[config.mk]
export PLATFORM = sky130hd
export DESIGN_NAME = intr_seq
export DESIGN_NICKNAME = d
export VERILOG_FILES = /design/src/rtl/isa_pkg.sv /design/src/rtl/intr_latch.sv /design/src/rtl/intr_seq.sv
export SDC_FILE = /design/constraint.sdc
export NUM_CORES = 1
export LEC_CHECK = 0
export BUFFER_PORTS_ARGS = -buffer_cell sky130_fd_sc_hd__buf_4
export CAP_MARGIN = 0
export CORE_MARGIN = 4
export CORE_UTILIZATION = 45
export DETAILED_ROUTE_END_ITERATION = 8
export GPL_TIMING_DRIVEN = 0
export PLACE_DENSITY = 0.8
export REMOVE_ABC_BUFFERS = 1
export SLEW_MARGIN = 10
export SYNTH_ARGS = -nofsm -noshare
export SYNTH_HDL_FRONTEND = slang
export SYNTH_HIERARCHICAL = 1
export SYNTH_SLANG_ARGS = --single-unit
[constraint.sdc]
create_clock -name clk -period 4.3 [get_ports clk]
set_input_delay 0.86 -clock clk [delete_from_list [all_inputs] [get_ports clk]]
set_output_delay 0.86 -clock clk [all_outputs]
set_load 0.02 [all_outputs]
[src/rtl/isa_pkg.sv]
// Shared ISA constants for the 8-bit RISC pipeline: sequencer state encoding,
// jump-type codes and the default interrupt vector location.
package isa_pkg;

    localparam logic [2:0] ST_IDLE  = 3'd0;
    localparam logic [2:0] ST_DRAIN = 3'd1;
    localparam logic [2:0] ST_PUSH  = 3'd2;
    localparam logic [2:0] ST_VEC   = 3'd3;
    localparam logic [2:0] ST_LOAD  = 3'd4;

    typedef enum logic [2:0] {
        StIdle  = ST_IDLE,
        StDrain = ST_DRAIN,
        StPush  = ST_PUSH,
        StVec   = ST_VEC,
        StLoad  = ST_LOAD
    } seq_state_e;

    localparam logic [2:0] JT_RET              = 3'd6;
    localparam logic [7:0] DEFAULT_VECTOR_ADDR = 8'd1;

endpackage

[src/rtl/intr_latch.sv]
// Rising-edge detector for the external interrupt line plus the pending latch
// that holds one request until the sequencer reaches its stack push.
module intr_latch (
    input  logic clk,
    input  logic reset,
    input  logic intr_in,
    input  logic clr,
    output logic pending
);

    logic intr_q;
    logic pending_q;
    logic rise;

    assign rise = intr_in & ~intr_q;

    always_ff @(posedge clk or posedge reset) begin
        if (reset) begin
            intr_q    <= 1'b0;
            pending_q <= 1'b0;
        end else begin
            intr_q    <= intr_in;
            // A fresh edge in the clearing cycle is a new request and survives.
            pending_q <= rise | (pending_q & ~clr);
        end
    end

    // The edge is forwarded in its own cycle so the drain can start one cycle later.
    assign pending = pending_q | rise;

endmodule

[src/rtl/intr_seq.sv]
// Interrupt entry / RTI sequencer: drains the pipeline, pushes the return PC,
// fetches the ISR vector and redirects fetch; strobes flag save/restore.
module intr_seq
    import isa_pkg::*;
#(
    parameter logic [7:0]  VECTOR_ADDR  = DEFAULT_VECTOR_ADDR,
    parameter int unsigned DRAIN_CYCLES = 3
) (
    input  logic       clk,
    input  logic       reset,
    input  logic       intr_in,
    input  logic       rti_ex,
    input  logic [7:0] ret_pc,
    input  logic [7:0] sp,
    input  logic [7:0] mem_rdata,
    output logic       stall_fetch,
    output logic       mem_we,
    output logic       mem_re,
    output logic [7:0] mem_addr,
    output logic [7:0] mem_wdata,
    output logic       sp_dec,
    output logic       intr_ack,
    output logic       restore_flags,
    output logic       pc_load,
    output logic [7:0] pc_load_val,
    output logic       in_isr
);

    localparam logic [7:0] DrainLoad = 8'(DRAIN_CYCLES - 1);

    seq_state_e state_q, state_d;
    logic [7:0] cnt_q, cnt_d;
    logic [7:0] ret_q, ret_d;
    logic       in_isr_q, in_isr_d;
    logic       rti_wait_q, rti_wait_d;
    logic       pending;
    logic       clr;
    logic       start_blocked;

    intr_latch u_intr_latch (
        .clk     (clk),
        .reset   (reset),
        .intr_in (intr_in),
        .clr     (clr),
        .pending (pending)
    );

    // Uses the post-restore view so a held request starts right after the restore cycle.
    assign start_blocked = (in_isr_q & ~rti_wait_q) | rti_ex;

    always_ff @(posedge clk or posedge reset) begin
        if (reset) begin
            state_q    <= StIdle;
            cnt_q      <= 8'h00;
            ret_q      <= 8'h00;
            in_isr_q   <= 1'b0;
            rti_wait_q <= 1'b0;
        end else begin
            state_q    <= state_d;
            cnt_q      <= cnt_d;
            ret_q      <= ret_d;
            in_isr_q   <= in_isr_d;
            rti_wait_q <= rti_wait_d;
        end
    end

    always_comb begin
        state_d       = state_q;
        cnt_d         = cnt_q;
        ret_d         = ret_q;
        in_isr_d      = in_isr_q & ~rti_wait_q;
        rti_wait_d    = rti_ex;
        clr           = 1'b0;
        stall_fetch   = 1'b0;
        mem_we        = 1'b0;
        mem_re        = 1'b0;
        mem_addr      = 8'h00;
        mem_wdata     = 8'h00;
        sp_dec        = 1'b0;
        intr_ack      = 1'b0;
        restore_flags = rti_wait_q;
        pc_load       = 1'b0;
        pc_load_val   = 8'h00;

        unique case (state_q)
            StIdle: begin
                if (pending && !start_blocked) begin
                    state_d = StDrain;
                    cnt_d   = DrainLoad;
                end
            end
            StDrain: begin
                stall_fetch = 1'b1;
                if (cnt_q == 8'h00) begin
                    ret_d   = ret_pc;
                    state_d = StPush;
                end else begin
                    cnt_d = cnt_q - 8'h01;
                end
            end
            StPush: begin
                stall_fetch = 1'b1;
                mem_we      = 1'b1;
                mem_addr    = sp;
                mem_wdata   = ret_q;
                sp_dec      = 1'b1;
                intr_ack    = 1'b1;
                clr         = 1'b1;
                in_isr_d    = 1'b1;
                state_d     = StVec;
            end
            StVec: begin
                stall_fetch = 1'b1;
                mem_re      = 1'b1;
                mem_addr    = VECTOR_ADDR;
                state_d     = StLoad;
            end
            StLoad: begin
                stall_fetch = 1'b1;
                pc_load     = 1'b1;
                pc_load_val = mem_rdata;
                state_d     = StIdle;
            end
            default: state_d = StIdle;
        endcase
    end

    assign in_isr = in_isr_q;

endmodule

==> results of run 1 <==
-- state kept, by name (all words and copies together) (netlist names) --
| signal | count |
|---|---|
| cnt_q | 8 |
| in_isr | 1 |
| restore_flags | 1 |
| ret_q | 8 |
| state_q | 3 |
| u_intr_latch/intr_q | 1 |
| u_intr_latch/pending_q | 1 |
-- layout by cell type, fill, tap and decap left out --
master / Yosys / final
buf_4: 2 / 59
dfrtp_1: 23 / 23
and2_1: 17 / 17
nor2_1: 9 / 9
and3_1: 9 / 9
mux2_2: 8 / 8
a21oi_1: 7 / 7
or4_1: 7 / 7
nand2_1: 6 / 6
inv_1: 6 / 6
o31ai_1: 5 / 5
clkbuf_4: 0 / 3
nand2b_1: 2 / 2
nor2b_1: 2 / 2
nor4_1: 2 / 2
mux2i_1: 2 / 2
a31oi_1: 2 / 2
o21ai_0: 2 / 2
nand3_1: 2 / 2
ha_1: 2 / 2
or4_4: 1 / 1
nor4bb_1: 1 / 1
or3_1: 1 / 1
a31o_2: 1 / 1
a221oi_1: 1 / 1
a21o_1: 1 / 1
or2_2: 1 / 1
or2b_1: 1 / 1
xnor2_1: 1 / 1
clkbuf_1: 6 / 1
o21ai_1: 1 / 1
-- critical path, stage by stage (launching register included) --
cell and delay, ns:
dfrtp_1 0.55, or2b_1 0.34, nor2_1 0.69, and2_1 0.24
buf_4 0.14
-- stage by stage --
step	cells	hold slack [ns]	cell area [um^2]
5_1_grt	216	0.370	1730
6_report	216	0.388	1730
4_1_cts	216	0.383	1730
3_5_place_dp	212	0.486	1710
3_3_place_gp	212	0.478	1710
2_1_floorplan	123	0.471	1230
-- per-layer routing --
| layer | routed length, um | up-vias | share of wire | global-route usage |
|---|---|---|---|---|
| li1 | - | 572 | - | - |
| met3 | 257 | 4 | 0.085 | 0.0398 |
| met2 | 1540 | 53 | 0.51 | 0.317 |
| met1 | 1190 | 542 | 0.39 | 0.209 |
| met4 | 34 | 0 | 0.011 | 0.0588 |
| met5 | 0 | - | 0 | 0 |
-- cell usage after synthesis, types with 2 or more instances --
cell type	number
o21ai_0	2
dfrtp_1	23
nand2_1	6
o31ai_1	5
and3_1	9
or4_1	7
and2_1	17
a21oi_1	7
inv_1	6
mux2_2	8
nand2b_1	2
a31oi_1	2
nor2b_1	2
mux2i_1	2
ha_1	2
buf_4	2
nand3_1	2
nor4_1	2
nor2_1	9
clkbuf_1	6
-- report_power, final --
part / leakage [nW] / switching [W] / internal (W) / total, W
Combinational: 0.605 / 0.000168 / 0.000167 / 0.000335
Sequential: 0.277 / 0.0000678 / 0.000298 / 0.000366
Clock: 0.0150 / 0.0000623 / 0.0000363 / 0.0000986
Total: 0.897 / 0.000298 / 0.000502 / 0.000800
-- cell type report --
cell class / count / area, um^2
fill: 206 / 833
multi-input combinational: 94 / 629
sequential: 23 / 576
timing repair buffer: 59 / 443
tap: 30 / 37.5
clock buffer: 4 / 26.3
inverter: 6 / 22.5
-- worst paths after layout --
kind / from / endpoint / slack, ns / depth (start not counted)
max: state_q[2] / mem_wdata[1] / 1.16 / 4
min: reset / u_intr_latch/intr_q / 0.39 / 2
max reg2reg: cnt_q[0] / ret_q[1] / 1.95 / 6
min reg2reg: ret_q[7] / ret_q[7] / 0.51 / 1
max in group asynchronous: reset / cnt_q[2] / 3.14 / 2
min in group clk: ret_q[7] / ret_q[7] / 0.51 / 1
-- logic make-up (layout without fill, tap and decap cells) --
logic type,Yosys count,count (layout),synth area share
xor+xnor,1,1,0.00693
compound gates,20,20,0.0989
fa+ha+maj,2,2,0.0198
buf+inv,14,69,0.0475
mux,10,10,0.0870
simple gates,61,61,0.285
flops,23,23,0.455
==> flow_summary.yaml, run 1 <==
synthesis:
  syn_area_um2: 1260
  synth_edf_count: 0
  async_flop_share: 1.00
  synth_top_area_cell: "dfrtp_1"
  ys_ff_latch: 23
  ys.flop_type: "dfrtp_1"
  syn_avg_cell_area_um2: 9.66
  yosysWarnings: 6
  syn_inst: 131
  ys_types: 30
  synthTopCellsByArea: "dfrtp_1 (45%), and2_1 (8.4%), mux2_2 (7.1%), and3_1 (4.5%), or4_1 (4.2%)"
  synth_top_area_share: 0.455
  ys_seq_area_frac: 0.455
global_route:
  globalRouteTotalUtil: 0.177
  antenna_found_initial: 0
  grt_pass1_vias: 1154
  grt_max_degree: 22
  gr-total-overflow: 0
  grt_pass1_wl_um: 5060
route:
  post_drt_wl_per_cell_um: 14.0
  dr_total_vias: 1171
  initialDrtViolationCount: 32
  antenna_left: 0
  vias_per_cell: 5.42
  wl_um: 3030
  drc: 0
  dr.pass1.iters: 4
worst_setup_path:
  crit_path_end_kind: "output pin"
  setup.worst_path.class: "flop to output pin"
  worstPathMaxFanout: 19
  crit_arrival_ns: 2.28
  start_kind: "flop"
  crit_required_ns: 3.44
clocking:
  cts_tree: "done"
  clkLatencyLatePin_ns: 0.31
  cts-resized-gates: 0
  root_buffer: "clkbuf_4"
  path_clk_slew_ns: 0.11
  postCtsHoldBufs: 0
  cts_buffers: 3
  clock_sinks: 23
  cts-htree-levels: 1
  clock_path_buffers: 2
  post_cts_buffers: 0
timing:
  tns_ns: 0
  worst_pin_slew_ns: 1.05
  max_freq_mhz: 318
  rsz0062_at_grt: "false"
  setup_slack_ns: 1.16
  finalHoldViolations: 0
  period_needed_ns: 3.14
  setup_viol: 0
  drv_slew: 0
  finClkSkew_ns: 0.00280
  slew_headroom: 0.295
  fin_crit_sh: 0.730
final_layout:
  diodes: 0
  drive_gt1_frac: 0.392
  syn2layout_area_growth_pct: 37.1
  nets: 217
  final_core_util: 0.675
power_and_ir_drop:
  ir_drop_uv: 336
  total_power_w: 0.000800
  p_per_area_nw_per_um2: 461
  leakage_nw: 0.897
floorplanning:
  rows: 18
  die_h_um: 61.0
  dieArea_um2: 3720
  dieWidth_um: 61.0
  start_util: 0.493
  io_pins: 60
  core_area_um2: 2570
job:
  maxCapViolCount: 0
placed_design:
  dp_hpwl_um: 2400
  place.port_buffers: 59
  gp_congestion: 0.834
  pre_cts_ws_ns: 1.50
min_path:
  hp-class: "input pin to asynchronous set/reset pin"
status:
  status: "complete, no violations"
Note: power is estimated with default switching activity, not from simulation.
==> inputs of run 2 (changes only) <==
ABC_AREA = 1   (was unset)
PLACE_DENSITY = 0.79   (was 0.8)
clock period = 3.3 ns   (was 4.3 ns; I/O delays follow)
==> run 2 against run 1 <==
  * Clock-buffer cell count decreased by 1
  * Combinational power increased to 2.6 times the previous value
  * First-iteration DRC count decreased by 25%
  * Critical path depth unchanged
  * Hold slack got worse by 0.19 ns
  * Clock skew increased by 0.0025 ns
  * Routed wire length decreased by 2.9%
==> flow_summary.yaml, run 2 <==
power_and_ir_drop:
  p_per_area_nw_per_um2: 796
  leakage_nw: 1.07
  power_switching_share: 0.480
  p_sw_w: 0.000695
  pwr-share-clk: 0.093
  ir_drop_uv: 453
  seqPwrFrac: 0.316
  internal_power_w: 0.000752
  p_comb_frac: 0.591
job:
  maxCapViolCount: 0
worst_setup_path:
  start_kind: "flop"
  cp_slowest_stage_delay_ns: 0.47
  rrSetupSlack_ns: 1.72
  setup.worst_path.class: "flop to output pin"
  crit_required_ns: 2.64
  crit_path_end_kind: "output pin"
  crit_family: "flip-flops"
  crit_buf_inv: 2
  path_cells: "nor3_1 > clkinv_1 > nor2_1 > buf_4"
  crit_arrival_ns: 1.65
  slowest_stage: "dfrtp_1"
  worstPathMaxFanout: 9
global_route:
  grt_max_degree: 22
  grt_pass1_wl_um: 4980
  antenna_found_initial: 0
  gr-usage-met2: 0.273
  grt_util_met3: 0.0270
  busiest_layer: "met2"
  globalRouteTotalUtil: 0.149
  grt_pass1_vias: 1238
  grt_use_met1: 0.171
  gr-total-overflow: 0
synthesis:
  synthSimpleGateAreaFrac: 0.318
  synth_top_family_by_area: "simple AND/OR/NAND/NOR gates"
  synth.most_common_cell: "nand2_1"
  synthMuxAreaShare: 0
  syn_inst: 195
  ys.flop_type: "dfrtp_1"
  syn_area_um2: 1360
  synth_xor_area_frac: 0.0129
  synth_compound_area_frac: 0.0627
  synth_edf_count: 0
  async_flop_share: 1.00
  ys_types: 22
  synthTopCellsByArea: "dfrtp_1 (42%), nand2_1 (12%), inv_1 (12%), nor2_1 (10%), o21ai_0 (4.8%)"
  syn_avg_cell_area_um2: 6.96
  synth_top_area_share: 0.424
  ys_ff_latch: 23
  synth_top_area_cell: "dfrtp_1"
  yosysWarnings: 6
  ys_seq_area_frac: 0.424
  synth_adder_area_share: 0.0185
  synth_common_cells: "nand2_1 (44), inv_1 (43), nor2_1 (37)"
route:
  antenna_left: 0
  post_drt_wl_per_cell_um: 10.3
  vias_per_cell: 4.55
  drc: 0
  dr.pass1.iters: 4
  initialDrtViolationCount: 24
  wl_um: 2940
  dr_total_vias: 1291
final_layout:
  diodes: 0
  final_common_cell: "buf_4"
  syn2layout_area_growth_pct: 33.9
  top_regs: "cnt_q: 8 flops, ret_q: 8 flops, state_q: 3 flops"
  nets: 284
  drive_gt1_frac: 0.289
  final_cell_mix: "buf_4 (59), nand2_1 (44), inv_1 (43), nor2_1 (37), dfrtp_1 (23)"
  fin_cells: 284
placed_design:
  dp.cells: 280
  gp_congestion: 0.864
  dp_hpwl_um: 2270
  place.port_buffers: 59
status:
  status: "complete, no violations"
clocking:
  postCtsHoldBufs: 0
  clkLatencyLatePin_ns: 0.31
  cts_buffers: 3
  clock_path_buffers: 2
  root_buffer: "clkbuf_4"
  cts-resized-gates: 0
  path_clk_slew_ns: 0.13
  cts_tree: "done"
  post_cts_buffers: 0
  clock_sinks: 23
  cts-htree-levels: 1
timing:
  max_freq_mhz: 433
  drv_slew: 0
  rsz0062_at_grt: "false"
  setup_viol: 0
  worst_pin_slew_ns: 0.759
  fin_crit_sh: 0.701
  finalHoldViolations: 0
  period_needed_ns: 2.31
  slew_headroom: 0.494
  finClkSkew_ns: 0.00531
  tns_ns: 0
floorplanning:
  core_area_um2: 2830
  dieArea_um2: 3960
  rows: 19
  die_h_um: 62.9
  start_util: 0.479
  dieWidth_um: 62.9
  io_pins: 60
min_path:
  hp-class: "input pin to asynchronous set/reset pin"
[run 2: final timing paths]
| kind | start | to | depth (start not counted) |
|---|---|---|---|
| max | state_q[1] | pc_load_val[0] | 4 |
| min | reset | u_intr_latch/intr_q | 2 |
| max reg2reg | cnt_q[0] | cnt_q[2] | 9 |
| min reg2reg | u_intr_latch/pending_q | u_intr_latch/pending_q | 2 |
| max in group asynchronous | reset | ret_q[6] | 2 |
| min in group clk | rti_ex | restore_flags | 1 |
[run 2: cells by family (layout without fill, tap and decap cells)]
kind of cell / Yosys count / in the layout
XOR/XNOR: 2 / 2
adder cells (fa/ha/maj): 2 / 2
AO/OA/AOI/OAI: 17 / 17
flip-flops: 23 / 23
buffers and inverters: 51 / 109
AND/OR/NAND/NOR: 100 / 100
[run 2: power by group through the flow]
stage	logic, W	registers, W	clock network (W)
2_1_floorplan	0.000600	0.000457	0
3_3_place_gp	0.000843	0.000459	0
3_5_place_dp	0.000857	0.000464	0
4_1_cts	0.000865	0.000457	0.000133
5_1_grt	0.000971	0.000471	0.000143
6_report	0.000855	0.000457	0.000134
[run 2: cell type report]
type / instances / area (um^2)
clock buffers: 3 / 22.5
clock inverters: 1 / 5.00
fillers: 252 / 1010
inverters: 46 / 173
multi-input cells: 121 / 559
flip-flops and latches: 23 / 576
well taps: 31 / 38.8
repair buffers: 59 / 443
[run 2: routing by layer]
| metal | wire length (um) | vias up |
|---|---|---|
| met5 | 0 | - |
| met4 | 34 | 0 |
| met3 | 198 | 4 |
| met2 | 1420 | 44 |
| met1 | 1290 | 557 |
| li1 | - | 686 |
[run 2: through the flow]
stage	setup slack, ns	utilization	hold WS, ns	power [W]	area [um^2]
after global placement	1.37	0.632	0.458	0.00130	1790
final	0.988	0.642	0.193	0.00145	1820
after floorplan	0.899	-	0.401	0.00106	1310
after global routing	0.825	0.642	0.192	0.00158	1820
after detailed placement	1.32	0.632	0.471	0.00132	1790
after CTS	0.963	0.642	0.195	0.00146	1820
